<file path="config.mk">
export PLATFORM = sky130hd
export DESIGN_NAME = mips32_boot_loader_flat
export DESIGN_NICKNAME = d
export VERILOG_FILES = /design/src/rtl/mips32_pkg.sv /design/src/rtl/mips32_boot_loader_if.sv /design/src/rtl/mips32_loader_wdog.sv /design/src/rtl/mips32_boot_loader.sv /design/src/flat_wrapper.sv
export SDC_FILE = /design/constraint.sdc
export NUM_CORES = 1
export LEC_CHECK = 0
export CAP_MARGIN = 5
export CORE_ASPECT_RATIO = 0.9
export CORE_UTILIZATION = 50
export CTS_CLUSTER_SIZE = 30
export DETAILED_ROUTE_END_ITERATION = 7
export PLACE_DENSITY_LB_ADDON = 0.25
export SLEW_MARGIN = 15
export SYNTH_ARGS = -nofsm -noshare
export SYNTH_HDL_FRONTEND = slang
export SYNTH_SLANG_ARGS = --single-unit
</file>
<file path="constraint.sdc">
create_clock -name clk1 -period 3.45 [get_ports clk1]
set_input_delay 0.69 -clock clk1 [delete_from_list [all_inputs] [get_ports clk1]]
set_output_delay 0.69 -clock clk1 [all_outputs]
set_load 0.1 [all_outputs]
</file>
<file path="src/rtl/mips32_pkg.sv">
// Shared definitions for the pipe_mips32 boot loader: loader FSM states,
// host header field positions and the HLT opcode shared with the core.
package mips32_pkg;

    typedef enum logic [3:0] {
        S_IDLE,
        S_HDR_D,
        S_LOAD,
        S_CSUM,
        S_START,
        S_RUN,
        S_DUMP_RD,
        S_DUMP_OUT,
        S_DONE,
        S_ERR
    } loader_state_t;

    // Both header words carry a count in the upper half and a base in the lower half.
    localparam int HDR_CNT_MSB  = 31;
    localparam int HDR_CNT_LSB  = 16;
    localparam int HDR_BASE_MSB = 15;
    localparam int HDR_BASE_LSB = 0;

    // Opcode field value of the halt instruction, as decoded by the core.
    localparam logic [5:0] HLT = 6'h3f;

endpackage

</file>
<file path="src/rtl/mips32_boot_loader_if.sv">
// Bus bundle between the loader and its environment: host input word stream,
// the loader's port onto unified memory, and the host dump word stream.
// The loader uses the master view; host and memory use the slave view.
interface mips32_boot_loader_if #(
    parameter int AW = 10
);
    logic          in_valid;
    logic          in_ready;
    logic [31:0]   in_data;
    logic          mem_we;
    logic          mem_re;
    logic [AW-1:0] mem_addr;
    logic [31:0]   mem_wdata;
    logic [31:0]   mem_rdata;
    logic          out_valid;
    logic          out_ready;
    logic [31:0]   out_data;

    modport master (
        input  in_valid, in_data, mem_rdata, out_ready,
        output in_ready, mem_we, mem_re, mem_addr, mem_wdata, out_valid, out_data
    );

    modport slave (
        output in_valid, in_data, mem_rdata, out_ready,
        input  in_ready, mem_we, mem_re, mem_addr, mem_wdata, out_valid, out_data
    );
endinterface

</file>
<file path="src/rtl/mips32_loader_wdog.sv">
// Run watchdog: counts enabled cycles and raises o_sat on the enabled cycle
// that brings the counter to all-ones, i.e. after 2^TIMEOUT_W-1 run cycles.
// The counter never wraps; clear returns it to zero.
module mips32_loader_wdog #(
    parameter int TIMEOUT_W = 16
) (
    input  logic clk1,
    input  logic rst_n,
    input  logic i_clr,
    input  logic i_en,
    output logic o_sat
);
    localparam logic [TIMEOUT_W-1:0] LP_MAX  = '1;
    localparam logic [TIMEOUT_W-1:0] LP_LAST = LP_MAX - TIMEOUT_W'(1);

    logic [TIMEOUT_W-1:0] r_cnt;

    // Saturating run-cycle counter.
    always_ff @(posedge clk1 or negedge rst_n) begin
        if (!rst_n) begin
            r_cnt <= '0;
        end else if (i_clr) begin
            r_cnt <= '0;
        end else if (i_en && (r_cnt != LP_MAX)) begin
            r_cnt <= r_cnt + TIMEOUT_W'(1);
        end
    end

    assign o_sat = i_en && (r_cnt == LP_LAST);

endmodule

</file>
<file path="src/rtl/mips32_boot_loader.sv">
// Program loader / result dumper for pipe_mips32. Holds the core in reset,
// writes the host image into memory, releases the core until it halts, then
// streams a memory window back to the host.
// Optional build macro MIPS32_LOADER_CSUM_EN: expect a trailing checksum word
// (mod-2^32 sum of the data words) and refuse to start the core on mismatch.
module mips32_boot_loader
    import mips32_pkg::*;
#(
    parameter int AW        = 10,
    parameter int TIMEOUT_W = 16
) (
    input  logic                 clk1,
    input  logic                 rst_n,
    mips32_boot_loader_if.master bus,
    output logic                 cpu_rst_n,
    input  logic                 cpu_halted,
    output logic                 busy,
    output logic                 done,
    output logic                 error
);

`ifdef MIPS32_LOADER_CSUM_EN
    localparam loader_state_t LP_AFTER_LOAD = S_CSUM;
`else
    localparam loader_state_t LP_AFTER_LOAD = S_START;
`endif

    loader_state_t r_state, w_state_next;

    logic          r_armed;      // low only until the first clock after reset
    logic          r_cpu_rst_n;
    logic          r_rd_pend;    // memory read data arrives this cycle
    logic [15:0]   r_nl, r_nd;
    logic [AW-1:0] r_bl, r_bd;
    logic [15:0]   r_idx;        // load word index, later dump word index
    logic [31:0]   r_out_data;
`ifdef MIPS32_LOADER_CSUM_EN
    logic [31:0]   r_sum;
`endif

    logic [15:0]   w_idx_inc;
    logic          w_in_ready, w_in_fire, w_run, w_wdog_sat;
    logic          w_mem_we, w_mem_re;
    logic [AW-1:0] w_mem_addr;
    logic [31:0]   w_mem_wdata;

    assign w_idx_inc  = r_idx + 16'd1;
    assign w_in_ready = r_armed && (r_state inside {S_IDLE, S_HDR_D, S_LOAD, S_CSUM});
    assign w_in_fire  = bus.in_valid && w_in_ready;
    assign w_run      = (r_state == S_RUN);

    mips32_loader_wdog #(.TIMEOUT_W(TIMEOUT_W)) u_wdog (
        .clk1  (clk1),
        .rst_n (rst_n),
        .i_clr (!w_run),
        .i_en  (w_run),
        .o_sat (w_wdog_sat)
    );

    // State register.
    always_ff @(posedge clk1 or negedge rst_n) begin
        if (!rst_n) r_state <= S_IDLE;
        else        r_state <= w_state_next;
    end

    // Next state plus the combinational memory strobes (writes follow the handshake).
    always_comb begin
        w_state_next = r_state;
        w_mem_we     = 1'b0;
        w_mem_re     = 1'b0;
        w_mem_addr   = '0;
        w_mem_wdata  = '0;
        case (r_state)
            S_IDLE:  if (w_in_fire) w_state_next = S_HDR_D;
            S_HDR_D: if (w_in_fire) w_state_next = (r_nl == 16'd0) ? LP_AFTER_LOAD : S_LOAD;
            S_LOAD: begin
                if (w_in_fire) begin
                    w_mem_we    = 1'b1;
                    w_mem_addr  = r_bl + r_idx[AW-1:0];
                    w_mem_wdata = bus.in_data;
                    if (w_idx_inc == r_nl) w_state_next = LP_AFTER_LOAD;
                end
            end
`ifdef MIPS32_LOADER_CSUM_EN
            S_CSUM:  if (w_in_fire) w_state_next = (bus.in_data == r_sum) ? S_START : S_ERR;
`endif
            S_START: w_state_next = S_RUN;
            S_RUN: begin
                // A halt on the same cycle as the timeout still counts as success.
                if (cpu_halted)      w_state_next = (r_nd == 16'd0) ? S_DONE : S_DUMP_RD;
                else if (w_wdog_sat) w_state_next = S_ERR;
            end
            S_DUMP_RD: begin
                w_mem_re     = 1'b1;
                w_mem_addr   = r_bd + r_idx[AW-1:0];
                w_state_next = S_DUMP_OUT;
            end
            S_DUMP_OUT: if (bus.out_ready) w_state_next = (w_idx_inc == r_nd) ? S_DONE : S_DUMP_RD;
            default: ;
        endcase
    end

    // Header capture, word indexing, checksum and dump data holding.
    always_ff @(posedge clk1 or negedge rst_n) begin
        if (!rst_n) begin
            r_armed     <= 1'b0;
            r_cpu_rst_n <= 1'b0;
            r_rd_pend   <= 1'b0;
            r_nl        <= '0;
            r_nd        <= '0;
            r_bl        <= '0;
            r_bd        <= '0;
            r_idx       <= '0;
            r_out_data  <= '0;
`ifdef MIPS32_LOADER_CSUM_EN
            r_sum       <= '0;
`endif
        end else begin
            r_armed     <= 1'b1;
            // Registered so the core reset is glitch-free; high exactly while in RUN.
            r_cpu_rst_n <= (w_state_next == S_RUN);
            r_rd_pend   <= (r_state == S_DUMP_RD);
            if (r_rd_pend) r_out_data <= bus.mem_rdata;
            if (w_in_fire) begin
                case (r_state)
                    S_IDLE: begin
                        r_nl <= bus.in_data[HDR_CNT_MSB:HDR_CNT_LSB];
                        r_bl <= bus.in_data[HDR_BASE_LSB +: AW];
                    end
                    S_HDR_D: begin
                        r_nd  <= bus.in_data[HDR_CNT_MSB:HDR_CNT_LSB];
                        r_bd  <= bus.in_data[HDR_BASE_LSB +: AW];
                        r_idx <= '0;
`ifdef MIPS32_LOADER_CSUM_EN
                        r_sum <= '0;
`endif
                    end
                    S_LOAD: begin
                        r_idx <= w_idx_inc;
`ifdef MIPS32_LOADER_CSUM_EN
                        r_sum <= r_sum + bus.in_data;
`endif
                    end
                    default: ;
                endcase
            end
            if (r_state == S_START) r_idx <= '0;
            if ((r_state == S_DUMP_OUT) && bus.out_ready) r_idx <= w_idx_inc;
        end
    end

    assign bus.in_ready  = w_in_ready;
    assign bus.mem_we    = w_mem_we;
    assign bus.mem_re    = w_mem_re;
    assign bus.mem_addr  = w_mem_addr;
    assign bus.mem_wdata = w_mem_wdata;
    assign bus.out_valid = (r_state == S_DUMP_OUT);
    // First DUMP_OUT cycle passes the fresh read data; later cycles hold the captured copy.
    assign bus.out_data  = r_rd_pend ? bus.mem_rdata : r_out_data;
    assign cpu_rst_n     = r_cpu_rst_n;
    assign busy          = !(r_state inside {S_IDLE, S_DONE, S_ERR});
    assign done          = (r_state == S_DONE);
    assign error         = (r_state == S_ERR);

endmodule

</file>
<file path="src/flat_wrapper.sv">
// flat-port wrapper written by rule: the top's interface ports become plain ports
module mips32_boot_loader_flat import mips32_pkg::*;
#(
    parameter int AW        = 10,
    parameter int TIMEOUT_W = 16
)
  (clk1, rst_n, cpu_rst_n, cpu_halted, busy, done, error, bus_in_valid, bus_in_data, bus_mem_rdata, bus_out_ready, bus_in_ready, bus_mem_we, bus_mem_re, bus_mem_addr, bus_mem_wdata, bus_out_valid, bus_out_data);
  mips32_boot_loader_if #(.AW(AW)) bus_i ();
  input  logic clk1;
  input  logic rst_n;
  output logic cpu_rst_n;
  input  logic cpu_halted;
  output logic busy;
  output logic done;
  output logic error;
  input wire logic [$bits(bus_i.in_valid)-1:0] bus_in_valid;
  input wire logic [$bits(bus_i.in_data)-1:0] bus_in_data;
  input wire logic [$bits(bus_i.mem_rdata)-1:0] bus_mem_rdata;
  input wire logic [$bits(bus_i.out_ready)-1:0] bus_out_ready;
  output wire logic [$bits(bus_i.in_ready)-1:0] bus_in_ready;
  output wire logic [$bits(bus_i.mem_we)-1:0] bus_mem_we;
  output wire logic [$bits(bus_i.mem_re)-1:0] bus_mem_re;
  output wire logic [$bits(bus_i.mem_addr)-1:0] bus_mem_addr;
  output wire logic [$bits(bus_i.mem_wdata)-1:0] bus_mem_wdata;
  output wire logic [$bits(bus_i.out_valid)-1:0] bus_out_valid;
  output wire logic [$bits(bus_i.out_data)-1:0] bus_out_data;
  assign bus_i.in_valid = bus_in_valid;
  assign bus_i.in_data = bus_in_data;
  assign bus_i.mem_rdata = bus_mem_rdata;
  assign bus_i.out_ready = bus_out_ready;
  assign bus_in_ready = bus_i.in_ready;
  assign bus_mem_we = bus_i.mem_we;
  assign bus_mem_re = bus_i.mem_re;
  assign bus_mem_addr = bus_i.mem_addr;
  assign bus_mem_wdata = bus_i.mem_wdata;
  assign bus_out_valid = bus_i.out_valid;
  assign bus_out_data = bus_i.out_data;
  mips32_boot_loader #(.AW(AW), .TIMEOUT_W(TIMEOUT_W)) u_core (.clk1(clk1), .rst_n(rst_n), .bus(bus_i), .cpu_rst_n(cpu_rst_n), .cpu_halted(cpu_halted), .busy(busy), .done(done), .error(error));
endmodule
</file>
# Yosys cells after proc, flatten, opt, wreduce, memory -nomap -nowiden
# Cells that the tools add are included.
[word_totals]
regBits = 123
input_bits = 69
out_inout_bits = 82
wordCells = 71
[classes]
addsub = 4
n_eq_ne = 15
muxes = 25
n_reduce_logical = 16
[ops]
columns = ["operator", "count"]
rows = [
  ["2-to-1 mux 32 bit", 3],
  ["2-to-1 mux 16 bit", 5],
  ["2-to-1 mux 4 bit", 9],
  ["adder 16 x 1 -> 16 bit, second input constant", 2],
  ["equality test 16 bit", 2],
  ["zero test 16 bit", 2],
  ["case mux 16 bit (2 select lines)", 1],
  ["case mux 4 bit (7 select lines)", 1],
  ["adder 10 bit", 2],
  ["equality test 4 x 3 -> 1 bit, second input constant", 5],
  ["case mux 10 bit (2 select lines)", 1],
  ["equality test 16 bit, second input constant", 1],
  ["inequality test 16 bit, second input constant", 1],
  ["2-to-1 mux 10 bit", 1],
  ["equality test 4 x 2 -> 1 bit, second input constant", 2],
  ["equality test 4 bit, second input constant", 2],
  ["nonzero test 4 bit", 2],
  ["AND reduction 2 bit", 3],
  ["nonzero test 3 bit", 2],
  ["logical AND 1 bit", 5],
  ["equality test 4 x 1 -> 1 bit, second input constant", 1],
  ["zero test 4 bit", 1],
  ["2-to-1 mux 1 bit", 3],
  ["2-to-1 mux 3 bit", 1],
  ["other kinds (2)", 2],
]

# Longest topological paths before layout
# Gate-level depths: netlist (run 1).
[depth]
depth_word = 7
depth_mapped = 11
depth_no_buf = 11

# Hierarchy
# A second synthesis (run 1) with hierarchy kept.
[unflattened]
cells_unflattened = 720
area_unflattened_um2 = 7507.2
[modules_own_cells]
columns = ["module", "n_inst", "cells_per_inst", "area_each_um2", "seq_area_each_um2"]
rows = [
  ["mips32_boot_loader", 1, 620, 6580.1, 2677.6],
  ["mips32_loader_wdog", 1, 100, 927.1, 400.4],
]

# Least setup slack after synthesis (run 1)
# OpenSTA, ideal clock, no wires.
[synth_timing]
path_kind = "register to output"
from = "reg u_core.r_idx[1]"
to = "out bus_mem_addr[8]"
arrival_time_ns = 4.124
required_time_ns = 2.760
setup_slack_ns = -1.364
stages_incl_launch_ff = 11
n_path_buf = 0
path_cell_list = "dfrtp_1 -> inv_1 -> fa_1 -> nor2b_1 -> o21ai_0 -> a21oi_1 -> o21ai_0 -> a21boi_0 -> o21a_1 -> nor3_1 -> o31ai_1"
[synth_via]
elab_chain_cells = 3
elab_cells_between_ends = 4
cone_classes = "add/sub: 2; mux: 2"
[synth_lines]
columns = ["item", "line", "text"]
rows = [
  ["start: declaration", "mips32_boot_loader.sv:35", "logic [15:0] r_idx;"],
  ["start signal: assignment", "mips32_boot_loader.sv:139", "r_idx <= w_idx_inc;"],
  ["start signal: assignment", "mips32_boot_loader.sv:148", "if ((r_state == S_DUMP_OUT) && bus.out_ready) r_idx <= w_idx_inc;"],
  ["adder 10 bit", "mips32_boot_loader.sv:79", "w_mem_addr = r_bl + r_idx[AW-1:0];"],
  ["2-to-1 mux 10 bit", "mips32_boot_loader.sv:77", "if (w_in_fire) begin"],
  ["case mux 10 bit (2 select lines) (*)", "mips32_boot_loader.sv:73", "case (r_state)"],
  ["end: declaration", "flat_wrapper.sv:23", "output wire logic [$bits(bus_i.mem_addr)-1:0] bus_mem_addr;"],
]
# Every way passes the cells marked *; elsewhere a longest branch is shown, timed or not.

# Worst setup path in the final report (run 1)
[layout_timing]
from = "reg u_core.r_idx[0]"
to = "out bus_mem_addr[8]"
# Same word-level chain as after synthesis.

==> results of run 1 <==
==> power by group <==
group          leakage, nW  switching, mW  internal, mW
clock network        0.310          0.666          1.25
logic                 2.83         0.0484        0.0721
registers             1.69       0.000247          1.44
==> worst max-delay path, delay by kind of cell (launching register included) <==
kind            cells  cell delay (ns)
compound gates      7             1.06
fa+ha+maj           2             0.56
buf+inv             1             0.19
flops               1             0.45
mux                 1             0.36
==> Yosys cell counts, types with 4 or more instances <==
library cell	count	area share
sky130_fd_sc_hd__a21o_1	8	0.0083
sky130_fd_sc_hd__a21oi_1	19	0.013
sky130_fd_sc_hd__a22oi_1	4	0.0041
sky130_fd_sc_hd__a31oi_1	4	0.0035
sky130_fd_sc_hd__and2_1	37	0.032
sky130_fd_sc_hd__and3_1	10	0.0086
sky130_fd_sc_hd__and4_1	4	0.0048
sky130_fd_sc_hd__buf_1	4	0.0021
sky130_fd_sc_hd__buf_2	6	0.0041
sky130_fd_sc_hd__clkbuf_1	20	0.010
sky130_fd_sc_hd__dfrtp_1	123	0.42
sky130_fd_sc_hd__ha_1	21	0.036
sky130_fd_sc_hd__inv_1	23	0.012
sky130_fd_sc_hd__mux2_2	85	0.13
sky130_fd_sc_hd__nand2_1	39	0.020
sky130_fd_sc_hd__nand2b_1	10	0.0086
sky130_fd_sc_hd__nand3_1	23	0.016
sky130_fd_sc_hd__nand4_1	9	0.0078
sky130_fd_sc_hd__nor2_1	37	0.019
sky130_fd_sc_hd__nor2b_1	8	0.0069
sky130_fd_sc_hd__nor3b_1	5	0.0052
sky130_fd_sc_hd__nor4_1	9	0.0078
sky130_fd_sc_hd__o2111ai_1	4	0.0048
sky130_fd_sc_hd__o21ai_0	27	0.019
sky130_fd_sc_hd__o21ai_1	4	0.0028
sky130_fd_sc_hd__o22ai_1	7	0.0060
sky130_fd_sc_hd__o31ai_1	11	0.011
sky130_fd_sc_hd__or4_1	6	0.0062
sky130_fd_sc_hd__xnor2_1	38	0.046
sky130_fd_sc_hd__xnor3_1	4	0.012
sky130_fd_sc_hd__xor2_1	23	0.028
==> repair_timing <==
item                       in CTS  in global routing
resized for setup              15                 26
setup endpoints to repair       4                 39
hold buffers                    0                  0
buffers inserted                6                 10
pin swaps                      10                 22
==> cell families (layout without fill, tap and decap cells) <==
| family | Yosys count | in the layout | share of synthesized area |
|---|---|---|---|
| and+or+nand+nor | 219 | 219 | 0.170 |
| buffers and inverters | 58 | 250 | 0.0331 |
| muxes | 88 | 88 | 0.136 |
| other | 1 | 1 | 0.000517 |
| DFF | 123 | 123 | 0.425 |
| xor gates and xnor gates | 65 | 65 | 0.0861 |
| AOI/OAI and AO/OA | 118 | 118 | 0.108 |
| adders and majority gates | 23 | 23 | 0.0418 |
==> routing by layer <==
layer  track usage  up-vias  routed length (µm)
met1         0.355     3052                8470
li1              -     2866                   -
met2         0.459      269               10100
met4         0.104        0                 426
met3        0.0476       39                1150
met5             0        -                   0
==> sequential cells by signal, indices dropped and copies added (netlist names) <==
register,flops
u_core.r_out_data,32
u_core.r_armed,1
u_core.r_idx,16
u_core.r_rd_pend,1
u_core.r_bl,10
u_core.cpu_rst_n,1
u_core.r_state,4
u_core.r_nd,16
u_core.r_nl,16
u_core.r_bd,10
u_core.u_wdog.r_cnt,16
==> stage by stage <==
| stage | util | std cells |
|---|---|---|
| after floorplan | - | 695 |
| after global placement | 0.670 | 1033 |
| after detailed placement | 0.670 | 1033 |
| after CTS | 0.722 | 1071 |
| after global routing | 0.735 | 1080 |
| final | 0.735 | 1080 |
==> area by class of cell <==
type,count,area share
multi-input combinational,514,0.399
clock inverter,13,0.0182
tap,193,0.0233
timing repair buffer,193,0.209
sequential,123,0.297
clock buffer,19,0.0437
inverter,25,0.00905
==> how the worst max path moves through the flow <==
| stage | end | slack [ns] |
|---|---|---|
| after floorplan | bus_mem_addr[8] | -0.54 |
| after global placement | bus_mem_addr[8] | 0.15 |
| after detailed placement | bus_mem_addr[8] | 0.06 |
| after CTS | bus_mem_addr[8] | -0.14 |
| after global routing | bus_mem_addr[8] | -0.33 |
| final | bus_mem_addr[8] | -0.27 |
==> impl_results.html, run 1 <==
<table>
<tr><th>Metric</th><th>Value</th></tr>
<tr><th colspan="2">Place</th></tr>
<tr><td>Post-Place Cell Area</td><td>9450 µm²</td></tr>
<tr><td>Setup slack at placement</td><td>0.0604 ns</td></tr>
<tr><td>HPWL reported at the end of detailed placement</td><td>14100 µm</td></tr>
<tr><td>IO Port Bufs</td><td>150</td></tr>
<tr><td>Final estimated routing congestion in global placement</td><td>0.928</td></tr>
<tr><th colspan="2">GRT</th></tr>
<tr><td>Initial antenna violation count</td><td>0</td></tr>
<tr><td>GRT Util Overall</td><td>0.273</td></tr>
<tr><td>Largest net degree at the start of global routing</td><td>124</td></tr>
<tr><td>GRT Residual Overflow</td><td>0</td></tr>
<tr><td>Vias in the first global route</td><td>6204</td></tr>
<tr><td>First-pass GRT wire length</td><td>31500 µm</td></tr>
<tr><th colspan="2">Power</th></tr>
<tr><td>Worst ir drop on vdd</td><td>313 µV</td></tr>
<tr><td>Power density cells</td><td>336 nW/µm²</td></tr>
<tr><td>Leakage</td><td>4.83 nW</td></tr>
<tr><td>Total power</td><td>3.48 mW</td></tr>
<tr><th colspan="2">Clock tree</th></tr>
<tr><td>Clock slew at the register clock pins of the worst setup and hold paths</td><td>0.06 ns</td></tr>
<tr><td>Clock Tree Buf Depth</td><td>2</td></tr>
<tr><td>Worst-skew pair later-pin latency</td><td>0.42 ns</td></tr>
<tr><td>Maximum level of the CTS H-tree</td><td>4</td></tr>
<tr><td>Number of buffers inserted during clock tree synthesis</td><td>17</td></tr>
<tr><td>Sink Count</td><td>123</td></tr>
<tr><td>Clock tree from TritonCTS</td><td>done</td></tr>
<tr><td>CTS Root Cell</td><td>sky130_fd_sc_hd__clkbuf_16</td></tr>
<tr><th colspan="2">Layout</th></tr>
<tr><td>Layout cells sized above 1</td><td>0.338</td></tr>
<tr><td>Leading cell type in the layout, fill and taps excluded</td><td>sky130_fd_sc_hd__dfrtp_1</td></tr>
<tr><td>Fillers</td><td>963</td></tr>
<tr><td>Post-Layout Inst Area</td><td>10400 µm²</td></tr>
<tr><td>Sequential Area</td><td>3080 µm²</td></tr>
<tr><td>Growth of design area from synthesis to finish</td><td>43.0%</td></tr>
<tr><td>Area occupied by multi-input gates</td><td>4140 µm²</td></tr>
<tr><td>Inserted Diodes</td><td>0</td></tr>
<tr><td>Highest-count cells in the layout ignoring fill and taps</td><td>sky130_fd_sc_hd__dfrtp_1 (121), sky130_fd_sc_hd__mux2_2 (85), sky130_fd_sc_hd__buf_4 (81), sky130_fd_sc_hd__clkdlybuf4s50_1 (67), sky130_fd_sc_hd__buf_12 (44)</td></tr>
<tr><td>Final layout net count</td><td>966</td></tr>
<tr><th colspan="2">Setup path</th></tr>
<tr><td>Reg2Reg Setup Slack</td><td>0.16 ns</td></tr>
<tr><td>Cell chain of the critical path</td><td>ha_4 -&gt; fa_2 -&gt; a21o_1 -&gt; a21oi_2 -&gt; o21bai_1 -&gt; a21oi_2 -&gt; o21bai_1 -&gt; a21oi_2 -&gt; mux2i_2 -&gt; o31ai_4 -&gt; buf_12</td></tr>
<tr><td>Worst setup EP type</td><td>output port</td></tr>
<tr><td>Startpoint of the most critical register-to-register path</td><td>u_core.r_idx[0]</td></tr>
<tr><td>Setup CP Type</td><td>reg2out</td></tr>
<tr><td>Arrival @ worst endpoint</td><td>3.03 ns</td></tr>
<tr><td>Number of cells on the worst reg-to-reg path</td><td>12</td></tr>
<tr><td>Crit path from</td><td>u_core.r_idx[0]</td></tr>
<tr><td>CP Launch Type</td><td>flop</td></tr>
<tr><td>Worst path required time</td><td>2.76 ns</td></tr>
<tr><td>Worst-path fanout max</td><td>3</td></tr>
<tr><td>Most common cell on crit path</td><td>sky130_fd_sc_hd__a21oi_2</td></tr>
<tr><td>Endpoint of the worst-slack reg-to-reg timing path</td><td>u_core.r_state[1]</td></tr>
<tr><td>Slowest stage cell, crit path</td><td>sky130_fd_sc_hd__dfrtp_1</td></tr>
<tr><td>Max incr delay on CP</td><td>0.45 ns</td></tr>
<tr><th colspan="2">Drt</th></tr>
<tr><td>Routed vias</td><td>6226</td></tr>
<tr><td>Average detailed-routed wire length per instance</td><td>18.6 µm</td></tr>
<tr><td>Number of vias per cell</td><td>5.76</td></tr>
<tr><td>Residual DRC</td><td>0</td></tr>
<tr><td>Remaining antenna violation count</td><td>0</td></tr>
<tr><td>Count of routing violations after the opening detailed-route iteration</td><td>454</td></tr>
<tr><td>Post-Route WL</td><td>20100 µm</td></tr>
<tr><td>Number of iterations in the first detailed-routing pass</td><td>5</td></tr>
<tr><th colspan="2">Floorplanning</th></tr>
<tr><td>Die outline area</td><td>15000 µm²</td></tr>
<tr><td>Row Count</td><td>41</td></tr>
<tr><td>DIE WIDTH</td><td>129 µm</td></tr>
<tr><td>Height of the chip</td><td>116 µm</td></tr>
<tr><td>Initial core utilization</td><td>0.514</td></tr>
<tr><td>Core Footprint</td><td>14100 µm²</td></tr>
<tr><td>I/O pin total</td><td>151</td></tr>
<tr><th colspan="2">STA</th></tr>
<tr><td>Setup Skew</td><td>0.00977 ns</td></tr>
<tr><td>Tcrit/Tclk final</td><td>1.08</td></tr>
<tr><td>Slew @ Worst Pin</td><td>0.672 ns</td></tr>
<tr><td>Worst setup margin</td><td>-0.267 ns</td></tr>
<tr><td>Fin. Hold Viols</td><td>0</td></tr>
<tr><td>Final hold slack</td><td>0.338 ns</td></tr>
<tr><td>Slew Limit Headroom</td><td>0.552</td></tr>
<tr><td>Number of slew-limit violations in the final report</td><td>0</td></tr>
<tr><td>Clock period minus final worst setup slack</td><td>3.72 ns</td></tr>
<tr><td>Max frequency</td><td>0.269 GHz</td></tr>
<tr><td>Setup TNS</td><td>-0.412 ns</td></tr>
<tr><td>Unrepaired setup endpoints after global routing</td><td>yes</td></tr>
<tr><td>Number of failing setup endpoints in the final timing report</td><td>2</td></tr>
<tr><th colspan="2">Run</th></tr>
<tr><td>Max Cap Viol</td><td>0</td></tr>
<tr><th colspan="2">Yosys</th></tr>
<tr><td>Register bit total from synthesis</td><td>123</td></tr>
<tr><td>Count of flip-flops with a built-in enable after synthesis</td><td>0</td></tr>
<tr><td>Number of distinct standard cells referenced by the synthesized netlist</td><td>66</td></tr>
<tr><td>Post-synthesis async set-or-reset flop share</td><td>1.00</td></tr>
<tr><td>Synth Cell Area</td><td>7250 µm²</td></tr>
<tr><td>Net count of the mapped netlist</td><td>787</td></tr>
<tr><td>Average cell area after synthesis</td><td>10.4 µm²</td></tr>
<tr><td>Proportion of synthesized chip area in sequential cells</td><td>0.425</td></tr>
<tr><td>Flip-flop cell with the highest count after synthesis</td><td>sky130_fd_sc_hd__dfrtp_1</td></tr>
<tr><td>Post-Synthesis Cells</td><td>695</td></tr>
<tr><td>Count of warnings emitted by yosys</td><td>0</td></tr>
<tr><th colspan="2">Min path</th></tr>
<tr><td>Path class of the lowest-slack min-delay path</td><td>in2async</td></tr>
<tr><th colspan="2">Run status</th></tr>
<tr><td>Outcome</td><td>finished with violations</td></tr>
<tr><td>Failing checks</td><td>setup timing</td></tr>
</table>
No activity file was read; power rests on OpenSTA's default activity.
==> run 2, diff against run 1 <==
CELL_PAD_IN_SITES_DETAIL_PLACEMENT = 0   (was unset)
CELL_PAD_IN_SITES_GLOBAL_PLACEMENT = 2   (was unset)
CORE_UTILIZATION = 33   (was 50)
==> run 2 against run 1 <==
  * The flow still finishes with violations (setup timing)
  * Count of clock-buffer cells in the layout is 2 lower
  * Hold slack worse by 0.058 ns
  * Non-clock buffer count fell by 1
  * First-iteration DRC count shrank 28%
  * Register-to-register slack about the same
  * Clock skew fell by 0.0049 ns
  * Via count down 4.9%
  * Largest power group unchanged
==> impl_results.html, run 2 (synthesized netlist as in run 1, its figures left out) <==
<table>
<tr><th>Metric</th><th>Value</th></tr>
<tr><th colspan="2">Floorplanning</th></tr>
<tr><td>I/O pin total</td><td>151</td></tr>
<tr><td>DIE WIDTH</td><td>158 µm</td></tr>
<tr><td>Die outline area</td><td>22600 µm²</td></tr>
<tr><td>Core Footprint</td><td>21600 µm²</td></tr>
<tr><td>Row Count</td><td>51</td></tr>
<tr><td>Initial core utilization</td><td>0.336</td></tr>
<tr><td>Height of the chip</td><td>143 µm</td></tr>
<tr><th colspan="2">Layout</th></tr>
<tr><td>Post-Layout Inst Area</td><td>10300 µm²</td></tr>
<tr><td>Layout cells sized above 1</td><td>0.319</td></tr>
<tr><td>Final layout net count</td><td>965</td></tr>
<tr><td>Leading cell type in the layout, fill and taps excluded</td><td>sky130_fd_sc_hd__dfrtp_1</td></tr>
<tr><td>Area occupied by multi-input gates</td><td>4050 µm²</td></tr>
<tr><td>Highest-count cells in the layout ignoring fill and taps</td><td>sky130_fd_sc_hd__dfrtp_1 (123), sky130_fd_sc_hd__mux2_2 (85), sky130_fd_sc_hd__buf_4 (80), sky130_fd_sc_hd__clkdlybuf4s50_1 (67), sky130_fd_sc_hd__buf_12 (44)</td></tr>
<tr><td>Growth of design area from synthesis to finish</td><td>42.7%</td></tr>
<tr><td>Fillers</td><td>2049</td></tr>
<tr><td>Inserted Diodes</td><td>0</td></tr>
<tr><td>Register name with the most flops</td><td>u_core.r_out_data</td></tr>
<tr><td>Flip-flop count of the largest register, all copies and words added</td><td>32</td></tr>
<tr><td>Sequential Area</td><td>3080 µm²</td></tr>
<tr><th colspan="2">GRT</th></tr>
<tr><td>First-pass GRT wire length</td><td>32000 µm</td></tr>
<tr><td>GRT Residual Overflow</td><td>0</td></tr>
<tr><td>GRT Util Overall</td><td>0.184</td></tr>
<tr><td>Initial antenna violation count</td><td>0</td></tr>
<tr><td>Vias in the first global route</td><td>5993</td></tr>
<tr><td>Largest net degree at the start of global routing</td><td>63</td></tr>
<tr><th colspan="2">Setup path</th></tr>
<tr><td>Startpoint of the most critical register-to-register path</td><td>u_core.r_idx[0]</td></tr>
<tr><td>Crit path from</td><td>u_core.r_idx[0]</td></tr>
<tr><td>Buf/Inv on CP</td><td>1</td></tr>
<tr><td>CP top delay family</td><td>compound AO/OA/AOI/OAI gates</td></tr>
<tr><td>Arrival @ worst endpoint</td><td>2.83 ns</td></tr>
<tr><td>Cell chain of the critical path</td><td>ha_2 -&gt; fa_2 -&gt; a21o_1 -&gt; a21oi_2 -&gt; o21bai_1 -&gt; a21oi_2 -&gt; o21bai_1 -&gt; a21oi_1 -&gt; mux2i_1 -&gt; o31ai_4 -&gt; buf_12</td></tr>
<tr><td>Setup CP Type</td><td>reg2out</td></tr>
<tr><td>Worst-path fanout max</td><td>3</td></tr>
<tr><td>Slowest stage cell, crit path</td><td>sky130_fd_sc_hd__dfrtp_1</td></tr>
<tr><td>Worst setup EP type</td><td>output port</td></tr>
<tr><td>Reg2Reg Setup Slack</td><td>0.17 ns</td></tr>
<tr><td>Max incr delay on CP</td><td>0.40 ns</td></tr>
<tr><td>CP Launch Type</td><td>flop</td></tr>
<tr><td>Worst path required time</td><td>2.76 ns</td></tr>
<tr><th colspan="2">Min path</th></tr>
<tr><td>Path class of the lowest-slack min-delay path</td><td>in2async</td></tr>
<tr><th colspan="2">STA</th></tr>
<tr><td>Number of slew-limit violations in the final report</td><td>0</td></tr>
<tr><td>Tcrit/Tclk final</td><td>1.02</td></tr>
<tr><td>Clock period minus final worst setup slack</td><td>3.52 ns</td></tr>
<tr><td>Number of failing setup endpoints in the final timing report</td><td>1</td></tr>
<tr><td>Slew @ Worst Pin</td><td>0.613 ns</td></tr>
<tr><td>Worst setup margin</td><td>-0.0692 ns</td></tr>
<tr><td>Setup TNS</td><td>-0.0692 ns</td></tr>
<tr><td>Unrepaired setup endpoints after global routing</td><td>yes</td></tr>
<tr><td>Slew Limit Headroom</td><td>0.591</td></tr>
<tr><td>Max frequency</td><td>0.284 GHz</td></tr>
<tr><td>Setup Skew</td><td>0.00487 ns</td></tr>
<tr><td>Fin. Hold Viols</td><td>0</td></tr>
<tr><th colspan="2">Drt</th></tr>
<tr><td>Number of vias per cell</td><td>5.03</td></tr>
<tr><td>Count of routing violations after the opening detailed-route iteration</td><td>328</td></tr>
<tr><td>Average detailed-routed wire length per instance</td><td>17.0 µm</td></tr>
<tr><td>Remaining antenna violation count</td><td>0</td></tr>
<tr><td>Number of iterations in the first detailed-routing pass</td><td>7</td></tr>
<tr><td>Routed vias</td><td>5924</td></tr>
<tr><td>Residual DRC</td><td>0</td></tr>
<tr><td>Post-Route WL</td><td>20000 µm</td></tr>
<tr><th colspan="2">Power</th></tr>
<tr><td>Internal power</td><td>2.61 mW</td></tr>
<tr><td>Leakage</td><td>4.81 nW</td></tr>
<tr><td>Power density cells</td><td>328 nW/µm²</td></tr>
<tr><td>Power share of the clock group</td><td>0.538</td></tr>
<tr><td>Switching pwr</td><td>786 µW</td></tr>
<tr><td>Sequential fraction of design power</td><td>0.425</td></tr>
<tr><td>Worst ir drop on vdd</td><td>222 µV</td></tr>
<tr><td>Share of power burned in combinational logic</td><td>0.036</td></tr>
<tr><td>Total power</td><td>3.39 mW</td></tr>
<tr><td>Sw Share</td><td>0.232</td></tr>
<tr><th colspan="2">Clock tree</th></tr>
<tr><td>Clock tree from TritonCTS</td><td>done</td></tr>
<tr><td>Clock Tree Buf Depth</td><td>2</td></tr>
<tr><td>Worst-skew pair later-pin latency</td><td>0.42 ns</td></tr>
<tr><td>Sink Count</td><td>123</td></tr>
<tr><td>Number of buffers inserted during clock tree synthesis</td><td>17</td></tr>
<tr><td>Clock slew at the register clock pins of the worst setup and hold paths</td><td>0.06 ns</td></tr>
<tr><td>Maximum level of the CTS H-tree</td><td>4</td></tr>
<tr><td>CTS Root Cell</td><td>sky130_fd_sc_hd__clkbuf_16</td></tr>
<tr><th colspan="2">Place</th></tr>
<tr><td>IO Port Bufs</td><td>150</td></tr>
<tr><td>Setup slack at placement</td><td>0.0949 ns</td></tr>
<tr><td>HPWL reported at the end of detailed placement</td><td>15100 µm</td></tr>
<tr><td>Post-Place Cell Area</td><td>9610 µm²</td></tr>
<tr><td>Final estimated routing congestion in global placement</td><td>0.852</td></tr>
<tr><th colspan="2">Run</th></tr>
<tr><td>Max Cap Viol</td><td>0</td></tr>
<tr><th colspan="2">Run status</th></tr>
<tr><td>Failing checks</td><td>setup timing</td></tr>
<tr><td>Outcome</td><td>finished with violations</td></tr>
</table>
run 2: cell count changes in the layout (fill, tap and decap cells not counted), sizes merged:
cell / change
inv: +6
buf: -1
bufinv: -2
clkinv: -2
clkbuf: -2
run 2: layer usage:
| layer | wire length (µm) | vias up | global-route usage |
|---|---|---|---|
| li1 | - | 2875 | - |
| met2 | 9390 | 138 | 0.287 |
| met5 | 0 | - | 0 |
| met4 | 414 | 0 | 0.0663 |
| met1 | 9360 | 2887 | 0.255 |
| met3 | 836 | 24 | 0.0331 |
run 2: worst paths after layout:
path,endpoint,cells past startpoint
setup / recovery,bus_mem_addr[8],11
hold / removal,u_core.r_bd[8],1
setup reg to reg,u_core.cpu_rst_n,12
hold reg to reg,u_core.r_out_data[30],1
max in group asynchronous,u_core.u_wdog.r_cnt[1],2
min in group clk1,u_core.r_out_data[30],1
run 2: final cells by class:
| class | count | area share |
|---|---|---|
| flip-flops and latches | 123 | 0.297 |
| repair buffers | 192 | 0.209 |
| clock buffers | 17 | 0.0411 |
| multi-input cells | 514 | 0.391 |
| well taps | 291 | 0.0352 |
| inverters | 25 | 0.00907 |
| clock inverters | 15 | 0.0173 |
run 2: power groups by stage:
| stage | logic, mW | registers, mW | clock network [mW] |
|---|---|---|---|
| floorplan | 0.00420 | 1.47 | 0 |
| global route | 0.136 | 1.44 | 1.95 |
| CTS | 0.127 | 1.44 | 1.88 |
| finish | 0.123 | 1.44 | 1.83 |
| global placement | 0.123 | 1.47 | 0 |
| detailed placement | 0.126 | 1.47 | 0 |
run 2: per-stage QoR:
stage,std cells,util,hold WS [ns]
after floorplan,695,-,0.394
after global placement,1136,0.446,0.481
after detailed placement,1136,0.446,0.486
after CTS,1172,0.477,0.291
after global routing,1177,0.480,0.314
final,1177,0.480,0.280
run 2: timing repair:
| action | 4_1_cts | 5_1_grt |
|---|---|---|
| buffers inserted | 4 | 5 |
| endpoints found under the setup margin | 4 | 27 |
| pin swaps | 12 | 13 |
| gates resized for setup | 14 | 8 |
| hold buffers | 0 | 0 |
